===== config.mk =====
export PLATFORM = sky130hd
export DESIGN_NAME = nn_stream_loader_flat
export DESIGN_NICKNAME = d
export VERILOG_FILES = /design/src/rtl/nn_stream_if.sv /design/src/rtl/nn_stream_loader.sv /design/src/flat_wrapper.sv
export SDC_FILE = /design/constraint.sdc
export NUM_CORES = 2
export LEC_CHECK = 0
export ABC_CLOCK_PERIOD_IN_PS = 2700
export CAP_MARGIN = 20
export CORE_AREA = 2 2 382 384
export CTS_CLUSTER_DIAMETER = 200
export DETAILED_ROUTE_END_ITERATION = 8
export DIE_AREA = 0 0 384 386
export DONT_BUFFER_PORTS = 1
export GPL_ROUTABILITY_DRIVEN = 0
export PLACE_DENSITY_LB_ADDON = 0.05
export SLEW_MARGIN = 20
export SYNTH_ARGS = -nofsm -noshare
export SYNTH_HDL_FRONTEND = slang
export SYNTH_SLANG_ARGS = --single-unit

===== constraint.sdc =====
create_clock -name clk -period 2.7 [get_ports clk]
set_input_delay 0.405 -clock clk [delete_from_list [all_inputs] [get_ports clk]]
set_output_delay 0.405 -clock clk [all_outputs]
set_load 0.01 [all_outputs]

===== src/rtl/nn_stream_if.sv =====
// Byte-stream handshake bundle feeding nn_stream_loader.
// valid/ready with a last flag on the final byte of each frame.
interface nn_stream_if #(
    parameter int unsigned DW = 8
) ();
    logic          s_valid;
    logic          s_ready;
    logic [DW-1:0] s_data;
    logic          s_last;

    modport master (output s_valid, output s_data, output s_last, input s_ready);
    modport slave  (input s_valid, input s_data, input s_last, output s_ready);
endinterface


===== src/rtl/nn_stream_loader.sv =====
// Assembles command-prefixed parameter/input frames into shadow storage and commits them
// atomically to the fully connected layer's parallel weight, bias and input buses.
module nn_stream_loader #(
    parameter int unsigned   DW        = 8,
    parameter int unsigned   N_IN      = 10,
    parameter int unsigned   N_OUT     = 10,
    parameter logic [DW-1:0] CMD_PARAM = 8'h01,
    parameter logic [DW-1:0] CMD_INPUT = 8'h02
) (
    input  logic          clk,
    input  logic          reset,
    nn_stream_if.slave    strm,
    output logic [DW-1:0] inputs_o  [0:N_IN-1],
    output logic [DW-1:0] weights_o [N_OUT*N_IN-1:0],
    output logic [DW-1:0] biases_o  [0:N_OUT-1],
    output logic          params_loaded,
    output logic          vec_valid,
    output logic          frame_err
);
    localparam int unsigned NW   = N_OUT * N_IN;
    localparam int unsigned PLen = NW + N_OUT;
    localparam int unsigned CW   = $clog2(PLen + 1);
    localparam logic [CW-1:0] PLenC = CW'(PLen);
    localparam logic [CW-1:0] ILenC = CW'(N_IN);

    typedef enum logic [1:0] {StIdle, StLoad, StDrain, StCommit} state_e;

    state_e        state_q, state_d;
    logic [CW-1:0] cnt_q, cnt_d, cnt_inc, len;
    logic          is_param_q, is_param_d;
    logic          err_d, wr_en, beat;
    logic [DW-1:0] shadow_q [PLen];

    assign strm.s_ready = (state_q != StCommit);
    assign beat         = strm.s_valid && strm.s_ready;
    assign cnt_inc      = cnt_q + CW'(1);
    assign len          = is_param_q ? PLenC : ILenC;

    always_comb begin
        state_d    = state_q;
        cnt_d      = cnt_q;
        is_param_d = is_param_q;
        err_d      = 1'b0;
        wr_en      = 1'b0;
        unique case (state_q)
            StIdle: begin
                if (beat) begin
                    if (strm.s_last) begin
                        err_d = 1'b1;
                    end else if (strm.s_data == CMD_PARAM || strm.s_data == CMD_INPUT) begin
                        state_d    = StLoad;
                        is_param_d = (strm.s_data == CMD_PARAM);
                        cnt_d      = '0;
                    end else begin
                        err_d   = 1'b1;
                        state_d = StDrain;
                    end
                end
            end
            StLoad: begin
                if (beat) begin
                    wr_en = 1'b1;
                    cnt_d = cnt_inc;
                    if (cnt_inc == len) begin
                        if (strm.s_last) begin
                            state_d = StCommit;
                        end else begin
                            err_d   = 1'b1;
                            state_d = StDrain;
                        end
                    end else if (strm.s_last) begin
                        err_d   = 1'b1;
                        state_d = StIdle;
                    end
                end
            end
            StDrain: begin
                if (beat && strm.s_last) begin
                    state_d = StIdle;
                end
            end
            StCommit: state_d = StIdle;
            default:  state_d = StIdle;
        endcase
    end

    always_ff @(posedge clk) begin
        if (reset) begin
            state_q    <= StIdle;
            cnt_q      <= '0;
            is_param_q <= 1'b0;
            frame_err  <= 1'b0;
        end else begin
            state_q    <= state_d;
            cnt_q      <= cnt_d;
            is_param_q <= is_param_d;
            frame_err  <= err_d;
        end
    end

    // Shadow contents are only meaningful once a full frame has landed, so no reset needed.
    always_ff @(posedge clk) begin
        if (wr_en) begin
            shadow_q[cnt_q] <= strm.s_data;
        end
    end

    always_ff @(posedge clk) begin
        if (reset) begin
            for (int j = 0; j < N_IN; j++) inputs_o[j] <= '0;
            for (int k = 0; k < NW; k++) weights_o[k] <= '0;
            for (int i = 0; i < N_OUT; i++) biases_o[i] <= '0;
            params_loaded <= 1'b0;
            vec_valid     <= 1'b0;
        end else begin
            vec_valid <= 1'b0;
            if (state_q == StCommit) begin
                if (is_param_q) begin
                    for (int k = 0; k < NW; k++) weights_o[k] <= shadow_q[k];
                    for (int i = 0; i < N_OUT; i++) biases_o[i] <= shadow_q[NW+i];
                    params_loaded <= 1'b1;
                end else begin
                    for (int j = 0; j < N_IN; j++) inputs_o[j] <= shadow_q[j];
                    vec_valid <= params_loaded;
                end
            end
        end
    end
endmodule


===== src/flat_wrapper.sv =====
// flat-port wrapper written by rule: the top's interface ports become plain ports
module nn_stream_loader_flat 
#(
    parameter int unsigned   DW        = 8,
    parameter int unsigned   N_IN      = 10,
    parameter int unsigned   N_OUT     = 10,
    parameter logic [DW-1:0] CMD_PARAM = 8'h01,
    parameter logic [DW-1:0] CMD_INPUT = 8'h02
)
  (clk, reset, inputs_o, weights_o, biases_o, params_loaded, vec_valid, frame_err, strm_s_valid, strm_s_data, strm_s_last, strm_s_ready);
  nn_stream_if #(.DW(DW)) strm_i ();
  input  logic clk;
  input  logic reset;
  output logic [DW-1:0] inputs_o[0:N_IN-1];
  output logic [DW-1:0] weights_o[N_OUT*N_IN-1:0];
  output logic [DW-1:0] biases_o[0:N_OUT-1];
  output logic params_loaded;
  output logic vec_valid;
  output logic frame_err;
  input wire logic [$bits(strm_i.s_valid)-1:0] strm_s_valid;
  input wire logic [$bits(strm_i.s_data)-1:0] strm_s_data;
  input wire logic [$bits(strm_i.s_last)-1:0] strm_s_last;
  output wire logic [$bits(strm_i.s_ready)-1:0] strm_s_ready;
  assign strm_i.s_valid = strm_s_valid;
  assign strm_i.s_data = strm_s_data;
  assign strm_i.s_last = strm_s_last;
  assign strm_s_ready = strm_i.s_ready;
  nn_stream_loader #(.DW(DW), .N_IN(N_IN), .N_OUT(N_OUT), .CMD_PARAM(CMD_PARAM), .CMD_INPUT(CMD_INPUT)) u_core (.clk(clk), .reset(reset), .strm(strm_i), .inputs_o(inputs_o), .weights_o(weights_o), .biases_o(biases_o), .params_loaded(params_loaded), .vec_valid(vec_valid), .frame_err(frame_err));
endmodule

==> results.sh <==
export IMPL_status="finished with violations"
export IMPL_violations="negative hold slack, max-slew violations"
export IMPL_netlist_instances=5305
export IMPL_cp_top_family="buffers and inverters"
export IMPL_critPathArrivalTime_ns=3.28
export IMPL_cts_made_buffers=190
export IMPL_pin_count=976
export IMPL_path_clk_slew_ns=0.06
export IMPL_fin_util=0.540
export IMPL_crit_path_start_kind="input pin"
export IMPL_slowest_delay_ns=0.85
export IMPL_synth_nets=5320
export IMPL_slowest_stage="dlygate4sd3_1"
export IMPL_viasPerCell=5.11
export IMPL_vias=42200
export IMPL_hold_class="in -> reg"
export IMPL_synth_area_leader_cell="edfxtp_1"
export IMPL_grt_max_degree=839
export IMPL_fin_crit_ns=2.59
export IMPL_hp_start="strm_s_data[7]"
export IMPL_finalSetupViolations=0
export IMPL_synthMostInstantiatedCell="nand2_1"
export IMPL_synthTopCellsByArea="edfxtp_1, dfxtp_1, nand2_1"
export IMPL_holdPathStages=1
export IMPL_start_util=0.418
export IMPL_seq_area_frac_synth=0.760
export IMPL_clock_skew_ns=0.0476
export IMPL_die_y_um=386
export IMPL_reg2reg_to="u_core.shadow_q[36][7]"
export IMPL_root_buffer="clkbuf_16"
export IMPL_portBuffers=0
export IMPL_syn_area_sq_um=60400
export IMPL_drive_gt1_frac=0.0756
export IMPL_setup_tns_ns=0
export IMPL_routedWlPerCell_um=24.9
export IMPL_synth_cell_type_count=44
export IMPL_avgSynthCellArea_sq_um=11.4
export IMPL_whs_ns=-0.0197
export IMPL_worstMarginPinSlew_ns=2.45
export IMPL_final_area_sq_um=78000
export IMPL_drt_iter0_drc=2811
export IMPL_maxSlewHeadroom=-0.636
export IMPL_antenna_left=0
export IMPL_drv_slew=356
export IMPL_clock_latency_ns=0.81
export IMPL_synth_ff_type="dfxtp_1"
export IMPL_end_kind="register"
export IMPL_yosys_top_cells_count="nand2_1, dfxtp_1, a21oi_1"
export IMPL_crit_top_cell="dlygate4sd3_1"
export IMPL_area_growth_pct=29.1
export IMPL_core_area_sq_um=145000
export IMPL_path_cells="dlygate4sd3_1 > nor4_2 > a41oi_1 > or2_2 > o21ai_0 > a21oi_1 > dlygate4sd3_1"
export IMPL_cts_tree="yes"
export IMPL_nets=6193
export IMPL_synth_async_reset_ratio=0
export IMPL_synth_edff_count=880
export IMPL_die_w_um=384
export IMPL_synth_top_area_share=0.437
export IMPL_num_rows=140
export IMPL_antenna_found_initial=9
export IMPL_reg2reg_depth=5
export IMPL_crit_required_ns=3.39
export IMPL_rsz0062_at_grt="false"
export IMPL_clkSinkCount=1853
export IMPL_powerDensity_nw_per_um2=716
export IMPL_max_freq_mhz=386
export IMPL_min_delay_worst_endpoint="u_core.shadow_q[92][7]"
export IMPL_cts_htree_levels=4
export IMPL_die_area_sq_um=148000
export IMPL_leakagePower_nw=27.9
export IMPL_drc_errors=0
export IMPL_gr_usage_all_layers=0.270
export IMPL_grt_overflow=0
export IMPL_synth_warnings=0
export IMPL_cp_max_fo=4
export IMPL_grt_pass1_wl_um=289000
export IMPL_final_hold_viol_count=1
export IMPL_yosys_register_bits=1853
export IMPL_dp_hpwl_um=115000
export IMPL_rr_startpoint="u_core.state_q[1]"
export IMPL_ctsLongestPathBuffers=3
export IMPL_dpl_instance_area_sq_um=63100
export IMPL_drt_total_wl_um=206000
export IMPL_peakVddDrop_mv=0.576
export IMPL_min_period_over_period=0.959
export IMPL_first_global_vias=41300
export IMPL_max_cap_viol_count=0
export IMPL_cp_buffers_inverters=2
export IMPL_crit_type="in -> reg"
export IMPL_dr_pass1_iters=5
export IMPL_ff2ff_setup_slack_ns=0.20
## per-stage QoR
| stage | total power [mW] | worst slack [ns] | std cells |
|---|---|---|---|
| CTS | 56.3 | 0.0366 | 8262 |
| global route | 57.4 | 0.0264 | 8263 |
| floorplan | 30.2 | 0.408 | 5305 |
| detailed placement | 30.0 | 0.120 | 7052 |
| global placement | 30.0 | 0.170 | 7052 |
| finish | 55.8 | 0.111 | 8264 |
## placed cells by master, fill, tap and decap left out, drive strengths merged, types with 13 or more instances in the layout
| master | n |
|---|---|
| clkbuf | 300 |
| clkinv | 43 |
| nand3 | 13 |
| nor2 | 134 |
| dlygate4sd3 | 842 |
| inv | 14 |
| a21oi | 968 |
| buf | 176 |
| nand2 | 1946 |
| edfxtp | 880 |
| dfxtp | 973 |
## power breakdown
part,internal [mW],switching (mW),total (mW),leakage [nW]
clock network,14.9,11.0,25.9,3.04
logic,0.0568,0.434,0.490,9.09
registers,29.4,0.00480,29.4,15.7
total,44.4,11.5,55.8,27.9
## timing repair
action / in CTS / in global routing
hold endpoints to repair: 1853 / 1
buffers inserted: 0 / 0
resized for setup: 0 / 4
hold buffers: 850 / 1
setup endpoints to repair: 0 / 99
## kinds of logic after synthesis
logic type                 Yosys count  synth area share
DFF                               1853             0.760
AOI/OAI and AO/OA                  988            0.0827
adders and majority gates            3          0.000621
muxes                                1          0.000166
buffers and inverters              342            0.0232
and+or+nand+nor                   2116             0.133
xor gates and xnor gates             2          0.000290
## worst max path at each step
stage,cells past startpoint,from,end
after floorplan,9,u_core.cnt_q[1],u_core.frame_err
after global placement,7,u_core.state_q[1],u_core.shadow_q[80][5]
after detailed placement,7,u_core.state_q[1],u_core.shadow_q[80][3]
after CTS,7,strm_s_data[3],u_core.cnt_q[1]
after global routing,7,strm_s_data[3],u_core.cnt_q[2]
final,7,strm_s_data[3],u_core.cnt_q[2]
## metal layers
metal,share of wire,GRT usage,vias up
met5,0.00027,0,-
met4,0.058,0.145,8
met3,0.11,0.117,402
met2,0.46,0.422,1293
met1,0.38,0.312,20900
li1,-,-,19600
## worst reg2reg max path: cells and delay by family, from the launching register on
kind / cells / cell delay, ns
buffers and inverters: 1 / 0.26
flip-flops: 1 / 0.37
AND/OR/NAND/NOR: 4 / 1.46
## state kept, by name, summed over array words and instances (netlist names), 2 cells and up
name	flops
u_core.state_q	2
u_core.cnt_q	7
biases_o	80
u_core.inputs_o	80
u_core.shadow_q	880
weights_o	800
## layout make-up
class	count	area [sq um]
sequential	1853	45900
tap	1917	2400
timing repair buffer	1018	10300
inverter	5	18.8
multi-input combinational	3110	13200
antenna	1	2.50
fill	12900	66500
clock inverter	60	539
clock buffer	300	5670
(Power assumes the default switching activity.)
